File: config.mk
export PLATFORM = sky130hd
export DESIGN_NAME = mem_stage
export DESIGN_NICKNAME = d
export VERILOG_FILES = /design/src/rtl/mem_stage.sv
export SDC_FILE = /design/constraint.sdc
export NUM_CORES = 1
export LEC_CHECK = 0
export ABC_AREA = 1
export CAP_MARGIN = 20
export CORE_MARGIN = 10
export CORE_UTILIZATION = 49
export DETAILED_ROUTE_END_ITERATION = 8
export PLACE_DENSITY = 0.81
export SYNTH_ARGS = -nofsm -noshare
export SYNTH_HDL_FRONTEND = slang
export SYNTH_SLANG_ARGS = --single-unit
File: constraint.sdc
create_clock -name clk -period 2.53 [get_ports clk]
set_input_delay 0.506 -clock clk [delete_from_list [all_inputs] [get_ports clk]]
set_output_delay 0.506 -clock clk [all_outputs]
set_load 0.02 [all_outputs]
File: src/rtl/mem_stage.sv
// mem_stage: data-memory access stage between execution and writeback.
//
// Loads and stores go to a request/acknowledge data memory port. A small
// IDLE/BUSY/DONE controller sequences each access. Non-memory
// instructions pass straight to the writeback register.
//
// Ports
//   clk, rst_n            clock, asynchronous active-low reset
//   clk_en                stage advance enable (IDLE launch and writeback load)
//   i_ex_*                controls, destination, address/result, store data, pc+4
//   o_dmem_req/we/addr/wdata/be, i_dmem_ack/rdata   data memory handshake
//   o_mem_stall           combinational hold request to upstream stages
//   o_mem_fault/_code     one-cycle fault pulse: 01 misaligned, 10 illegal, 11 timeout
//   o_mem_*               writeback register contents
module mem_stage #(
  parameter int ACK_TIMEOUT = 16,
  parameter int REG_ADDR    = 5
) (
  input  logic                clk,
  input  logic                rst_n,
  input  logic                clk_en,
  input  logic                i_ex_mem_to_reg,
  input  logic                i_ex_reg_wr,
  input  logic                i_ex_result_src,
  input  logic                i_ex_mem_rd,
  input  logic                i_ex_mem_wr,
  input  logic [REG_ADDR-1:0] i_ex_reg_destination,
  input  logic [2:0]          i_ex_funct3,
  input  logic [31:0]         i_ex_alu_result,
  input  logic [31:0]         i_ex_data2,
  input  logic [31:0]         i_ex_pc_plus_4,
  output logic                o_dmem_req,
  output logic                o_dmem_we,
  output logic [31:0]         o_dmem_addr,
  output logic [31:0]         o_dmem_wdata,
  output logic [3:0]          o_dmem_be,
  input  logic                i_dmem_ack,
  input  logic [31:0]         i_dmem_rdata,
  output logic                o_mem_stall,
  output logic                o_mem_fault,
  output logic [1:0]          o_mem_fault_code,
  output logic                o_mem_reg_wr,
  output logic                o_mem_mem_to_reg,
  output logic                o_mem_result_src,
  output logic [REG_ADDR-1:0] o_mem_reg_destination,
  output logic [31:0]         o_mem_read_data,
  output logic [31:0]         o_mem_alu_result,
  output logic [31:0]         o_mem_pc_plus_4
);

  localparam int CNT_W = (ACK_TIMEOUT > 1) ? $clog2(ACK_TIMEOUT) : 1;
  localparam logic [CNT_W-1:0] CNT_LAST = CNT_W'(ACK_TIMEOUT - 1);

  localparam logic [1:0] FC_MISALIGN = 2'b01;
  localparam logic [1:0] FC_ILLEGAL  = 2'b10;
  localparam logic [1:0] FC_TIMEOUT  = 2'b11;

  typedef enum logic [1:0] {
    IDLE = 2'b00,
    BUSY = 2'b01,
    DONE = 2'b10
  } state_t;

  state_t              state_r;
  logic [CNT_W-1:0]    cnt_r;
  logic [31:0]         hold_r;
  logic                cap_reg_wr_r;
  logic                cap_mem_to_reg_r;
  logic                cap_result_src_r;
  logic [REG_ADDR-1:0] cap_dest_r;
  logic [31:0]         cap_alu_r;
  logic [31:0]         cap_pc_r;
  logic [2:0]          cap_funct3_r;

  logic                access_s;
  logic                illegal_s;
  logic                misaligned_s;
  logic                launch_ok_s;
  logic [3:0]          be_s;
  logic [31:0]         wdata_s;

  // Select the addressed lane of a read word and sign/zero extend it.
  function automatic logic [31:0] load_format(input logic [31:0] rdata,
                                              input logic [2:0]  f3,
                                              input logic [1:0]  lane);
    logic [7:0]  b;
    logic [15:0] h;
    logic [31:0] r;
    case (lane)
      2'b00:   b = rdata[7:0];
      2'b01:   b = rdata[15:8];
      2'b10:   b = rdata[23:16];
      default: b = rdata[31:24];
    endcase
    h = lane[1] ? rdata[31:16] : rdata[15:0];
    case (f3)
      3'b000:  r = {{24{b[7]}}, b};
      3'b001:  r = {{16{h[15]}}, h};
      3'b100:  r = {24'h000000, b};
      3'b101:  r = {16'h0000, h};
      default: r = rdata;
    endcase
    return r;
  endfunction

  assign access_s    = i_ex_mem_rd | i_ex_mem_wr;
  assign launch_ok_s = access_s & ~illegal_s & ~misaligned_s;

  // Legality, alignment and store lane placement of the incoming access.
  always_comb begin
    illegal_s    = 1'b0;
    misaligned_s = 1'b0;
    be_s         = 4'b1111;
    wdata_s      = i_ex_data2;
    if (i_ex_mem_rd && i_ex_mem_wr) begin
      illegal_s = 1'b1;
    end else if (i_ex_mem_rd) begin
      case (i_ex_funct3)
        3'b000, 3'b001, 3'b010, 3'b100, 3'b101: illegal_s = 1'b0;
        default:                                illegal_s = 1'b1;
      endcase
    end else if (i_ex_mem_wr) begin
      illegal_s = (i_ex_funct3 > 3'b010);
    end else begin
      illegal_s = 1'b0;
    end
    case (i_ex_funct3[1:0])
      2'b00: begin
        be_s    = 4'b0001 << i_ex_alu_result[1:0];
        wdata_s = {4{i_ex_data2[7:0]}};
      end
      2'b01: begin
        misaligned_s = i_ex_alu_result[0];
        be_s         = i_ex_alu_result[1] ? 4'b1100 : 4'b0011;
        wdata_s      = {2{i_ex_data2[15:0]}};
      end
      2'b10: begin
        misaligned_s = |i_ex_alu_result[1:0];
      end
      default: begin
        misaligned_s = 1'b0;
      end
    endcase
  end

  // Stall covers the launch cycle and every BUSY cycle; forced low in reset.
  assign o_mem_stall = rst_n & (((state_r == IDLE) & launch_ok_s) | (state_r == BUSY));

  // Access controller, memory port registers and writeback register.
  always_ff @(posedge clk or negedge rst_n) begin
    if (!rst_n) begin
      state_r               <= IDLE;
      cnt_r                 <= '0;
      hold_r                <= 32'h0000_0000;
      cap_reg_wr_r          <= 1'b0;
      cap_mem_to_reg_r      <= 1'b0;
      cap_result_src_r      <= 1'b0;
      cap_dest_r            <= '0;
      cap_alu_r             <= 32'h0000_0000;
      cap_pc_r              <= 32'h0000_0000;
      cap_funct3_r          <= 3'b000;
      o_dmem_req            <= 1'b0;
      o_dmem_we             <= 1'b0;
      o_dmem_addr           <= 32'h0000_0000;
      o_dmem_wdata          <= 32'h0000_0000;
      o_dmem_be             <= 4'b0000;
      o_mem_fault           <= 1'b0;
      o_mem_fault_code      <= 2'b00;
      o_mem_reg_wr          <= 1'b0;
      o_mem_mem_to_reg      <= 1'b0;
      o_mem_result_src      <= 1'b0;
      o_mem_reg_destination <= '0;
      o_mem_read_data       <= 32'h0000_0000;
      o_mem_alu_result      <= 32'h0000_0000;
      o_mem_pc_plus_4       <= 32'h0000_0000;
    end else begin
      o_mem_fault      <= 1'b0;
      o_mem_fault_code <= 2'b00;
      case (state_r)
        IDLE: begin
          if (clk_en) begin
            if (launch_ok_s) begin
              o_dmem_req       <= 1'b1;
              o_dmem_we        <= i_ex_mem_wr;
              o_dmem_addr      <= i_ex_alu_result;
              o_dmem_wdata     <= wdata_s;
              o_dmem_be        <= be_s;
              cap_reg_wr_r     <= i_ex_reg_wr;
              cap_mem_to_reg_r <= i_ex_mem_to_reg;
              cap_result_src_r <= i_ex_result_src;
              cap_dest_r       <= i_ex_reg_destination;
              cap_alu_r        <= i_ex_alu_result;
              cap_pc_r         <= i_ex_pc_plus_4;
              cap_funct3_r     <= i_ex_funct3;
              cnt_r            <= '0;
              state_r          <= BUSY;
            end else begin
              // Pass-through, or a rejected access retired without a register write.
              o_mem_reg_wr          <= i_ex_reg_wr & ~access_s;
              o_mem_mem_to_reg      <= i_ex_mem_to_reg;
              o_mem_result_src      <= i_ex_result_src;
              o_mem_reg_destination <= i_ex_reg_destination;
              o_mem_alu_result      <= i_ex_alu_result;
              o_mem_pc_plus_4       <= i_ex_pc_plus_4;
              if (access_s) begin
                o_mem_fault      <= 1'b1;
                o_mem_fault_code <= illegal_s ? FC_ILLEGAL : FC_MISALIGN;
              end
            end
          end
        end
        BUSY: begin
          // Ack is checked before the timeout so an ack in the last cycle completes.
          if (i_dmem_ack) begin
            hold_r     <= load_format(i_dmem_rdata, cap_funct3_r, o_dmem_addr[1:0]);
            o_dmem_req <= 1'b0;
            state_r    <= DONE;
          end else if (cnt_r == CNT_LAST) begin
            o_dmem_req            <= 1'b0;
            o_mem_fault           <= 1'b1;
            o_mem_fault_code      <= FC_TIMEOUT;
            o_mem_reg_wr          <= 1'b0;
            o_mem_mem_to_reg      <= cap_mem_to_reg_r;
            o_mem_result_src      <= cap_result_src_r;
            o_mem_reg_destination <= cap_dest_r;
            o_mem_alu_result      <= cap_alu_r;
            o_mem_pc_plus_4       <= cap_pc_r;
            state_r               <= IDLE;
          end else begin
            cnt_r <= cnt_r + CNT_W'(1);
          end
        end
        DONE: begin
          if (clk_en) begin
            o_mem_reg_wr          <= cap_reg_wr_r;
            o_mem_mem_to_reg      <= cap_mem_to_reg_r;
            o_mem_result_src      <= cap_result_src_r;
            o_mem_reg_destination <= cap_dest_r;
            o_mem_alu_result      <= cap_alu_r;
            o_mem_pc_plus_4       <= cap_pc_r;
            if (!o_dmem_we) begin
              o_mem_read_data <= hold_r;
            end
            state_r <= IDLE;
          end
        end
        default: begin
          o_dmem_req <= 1'b0;
          state_r    <= IDLE;
        end
      endcase
    end
  end

endmodule

==> out/metrics.yaml <==
finish:
  fillers: 1768
  final_common_cell: "nand2_1"
  nets: 1881
  syn2layout_area_growth_pct: 41.6
  drive_above_1_share: 0.0829
  final_cell_mix: "nand2_1 (466), clkdlybuf4s50_1 (318), dfrtp_1 (258)"
logic_synthesis:
  ys_top_cells_by_area: "dfrtp_1 (55%), nand2_1 (15%), o21ai_0 (9.3%), inv_1 (4.5%), nand3_1 (3.9%)"
  synth_area_leader_cell: "dfrtp_1"
  syn_nets: 1565
  synth-seq-cells: 258
  syn_avg_cell_area_um2: 8.29
  synth_cells: 1412
  yosysSeqAreaShare: 0.551
  synth_area_um2: 11700
  synth_cell_types: 31
  yosysWarnings: 0
  yosys.area.top_type_share: 0.551
global_route:
  antenna_found_initial: 4
  grt_pass1_wl_um: 58100
  grt_max_degree: 180
  globalRouteTotalUtil: 0.231
  grt_pass1_vias: 10700
  grt-ovfl-total: 0
clock_network:
  clk_latency_ns: 0.54
  cts.clk_slew.worst_paths_ns: 0.06
  cts_tree: "yes"
  cts_root_buf: "clkbuf_16"
  cts_made_buffers: 29
  clockBufferDepth: 3
  h-tree-depth: 1
  cts_sinks: 258
die:
  fp.coreArea_um2: 23500
  die-area_um2: 30500
  ioPinCount: 323
  dieWidth_um: 175
  start_util: 0.499
  row_count: 56
  die_h_um: 175
sta:
  final.hold.worst_slack_ns: 0.380
  relSlewSlack: 0.352
  hold_viol_final: 0
  min_period_over_period: 0.958
  fin_crit_ns: 2.42
  tightest_slew_ns: 0.973
  finalSetupViolCount: 0
  drv_slew: 0
  fmax_mhz: 413
  fin_ws_ns: 0.107
  skew_ns: 0.00994
routing:
  vias_per_cell: 5.14
  vias: 10600
  drc: 0
  finalWirelength_um: 36100
  wire_per_inst_um: 17.4
  ant_nets: 0
  drt_iter0_drc: 878
  firstDrtPassIters: 5
worst_setup_path:
  cp_max_fo: 4
  crit_start: "i_ex_funct3[0]"
  cp_data_required_time_ns: 2.02
  startpoint_type: "input pin"
  cp-end-kind: "output port"
  worstPathArrival_ns: 1.92
  critical_path_class: "in2out"
  timing.rr.start: "state_r[1]"
min_path:
  min_path_type: "in2async"
placed_design:
  pre_cts_ws_ns: -0.810
  dpl.hpwl_um: 25400
  place_congestion: 0.865
  port_buffers: 322
run:
  max_cap_violations: 0
status:
  status: "completed"
pwr:
  leakagePower_nw: 8.00
  power_density_nw_per_um2: 1340
  vdd_drop_max_uv: 722
stage by stage:
stage          std cells    TNS [ns]  total power, W  cell area [µm²]   util
6_report            2072           0          0.0222            16600  0.706
5_1_grt             2071  -0.0000984          0.0237            16600  0.706
3_3_place_gp        2012      -49.66          0.0174            15500  0.659
4_1_cts             2068           0          0.0223            16500  0.704
3_5_place_dp        2012      -54.69          0.0177            15500  0.659
2_1_floorplan       1412           0          0.0129            11700      -
path summary, 6_finish.rpt:
kind / to / slack (ns) / cells after the start
min in group clk: o_mem_alu_result[11] / 0.47 / 2
min: cap_alu_r[21] / 0.38 / 2
max: o_mem_stall / 0.11 / 12
max in group asynchronous: o_mem_pc_plus_4[15] / 1.00 / 3
max reg2reg: o_mem_alu_result[29] / 0.37 / 11
min reg2reg: o_mem_alu_result[11] / 0.47 / 2
worst max-delay path, cell delays in order:
cell and delay [ns]:
dlygate4sd2_1 0.28, inv_2 0.09, ha_2 0.20, nand2_1 0.08
nand2_1 0.07, nand2_1 0.06, nand2_2 0.09, nand3_4 0.09
inv_2 0.07, nand2_2 0.07, a21boi_4 0.16, buf_6 0.14
synthesized netlist by cell type:
master and count:
o2111ai_1 1, o21a_1 2, a21oi_1 23, nor3_1 3
nor2_1 26, mux2_2 25, ha_1 8, clkinv_1 2
o31ai_1 4, nor4_4 1, buf_1 5, o21ai_1 1
o22ai_1 17, a21boi_0 1, nand2_2 1, nand3_1 91
o21ai_0 218, a31oi_1 1, dfrtp_1 258, nand4_1 5
o211ai_1 18, or2_2 3, nor2_2 1, inv_2 1
nand3_2 1, clkbuf_1 55, inv_1 141, nand2_1 469
buf_2 27, a22o_1 2, xor2_1 1
repair_timing:
item,4_1_cts,5_1_grt
hold buffers,1,0
pin swaps,2,1
setup buffers,2,1
hold endpoints to repair,5,0
endpoints found under the setup margin,73,1
gates resized for setup,17,5
cells by family after synthesis:
logic type | count (synthesis) | synth area share
xor+xnor | 1 | 0.000748
buf+inv | 231 | 0.0769
simple gates | 601 | 0.207
flops | 258 | 0.551
mux | 25 | 0.0240
compound gates | 288 | 0.131
fa+ha+maj | 8 | 0.00855
power by group:
part	switching [W]	internal [W]	total (W)	leakage (nW)
Combinational	0.00594	0.00444	0.0104	4.28
Clock	0.00168	0.00276	0.00444	0.505
Sequential	0.00126	0.00610	0.00736	3.21
Total	0.00888	0.0133	0.0222	8.00
routing by layer:
metal | wire length, µm | track usage
met4 | 1220 | 0.0805
met1 | 14600 | 0.280
met5 | 13 | 0
met3 | 2590 | 0.0580
met2 | 17700 | 0.393
area by class of cell:
class / count / area (µm²) / area share
antenna: 3 / 7.51 / 0.000453
tap: 319 / 399 / 0.0241
sequential: 258 / 6460 / 0.389
clock buffer: 38 / 810 / 0.0488
multi-input combinational: 923 / 4420 / 0.267
clock inverter: 15 / 210 / 0.0127
inverter: 144 / 541 / 0.0326
timing repair buffer: 372 / 3730 / 0.225
No activity file was read; power rests on OpenSTA's default activity.
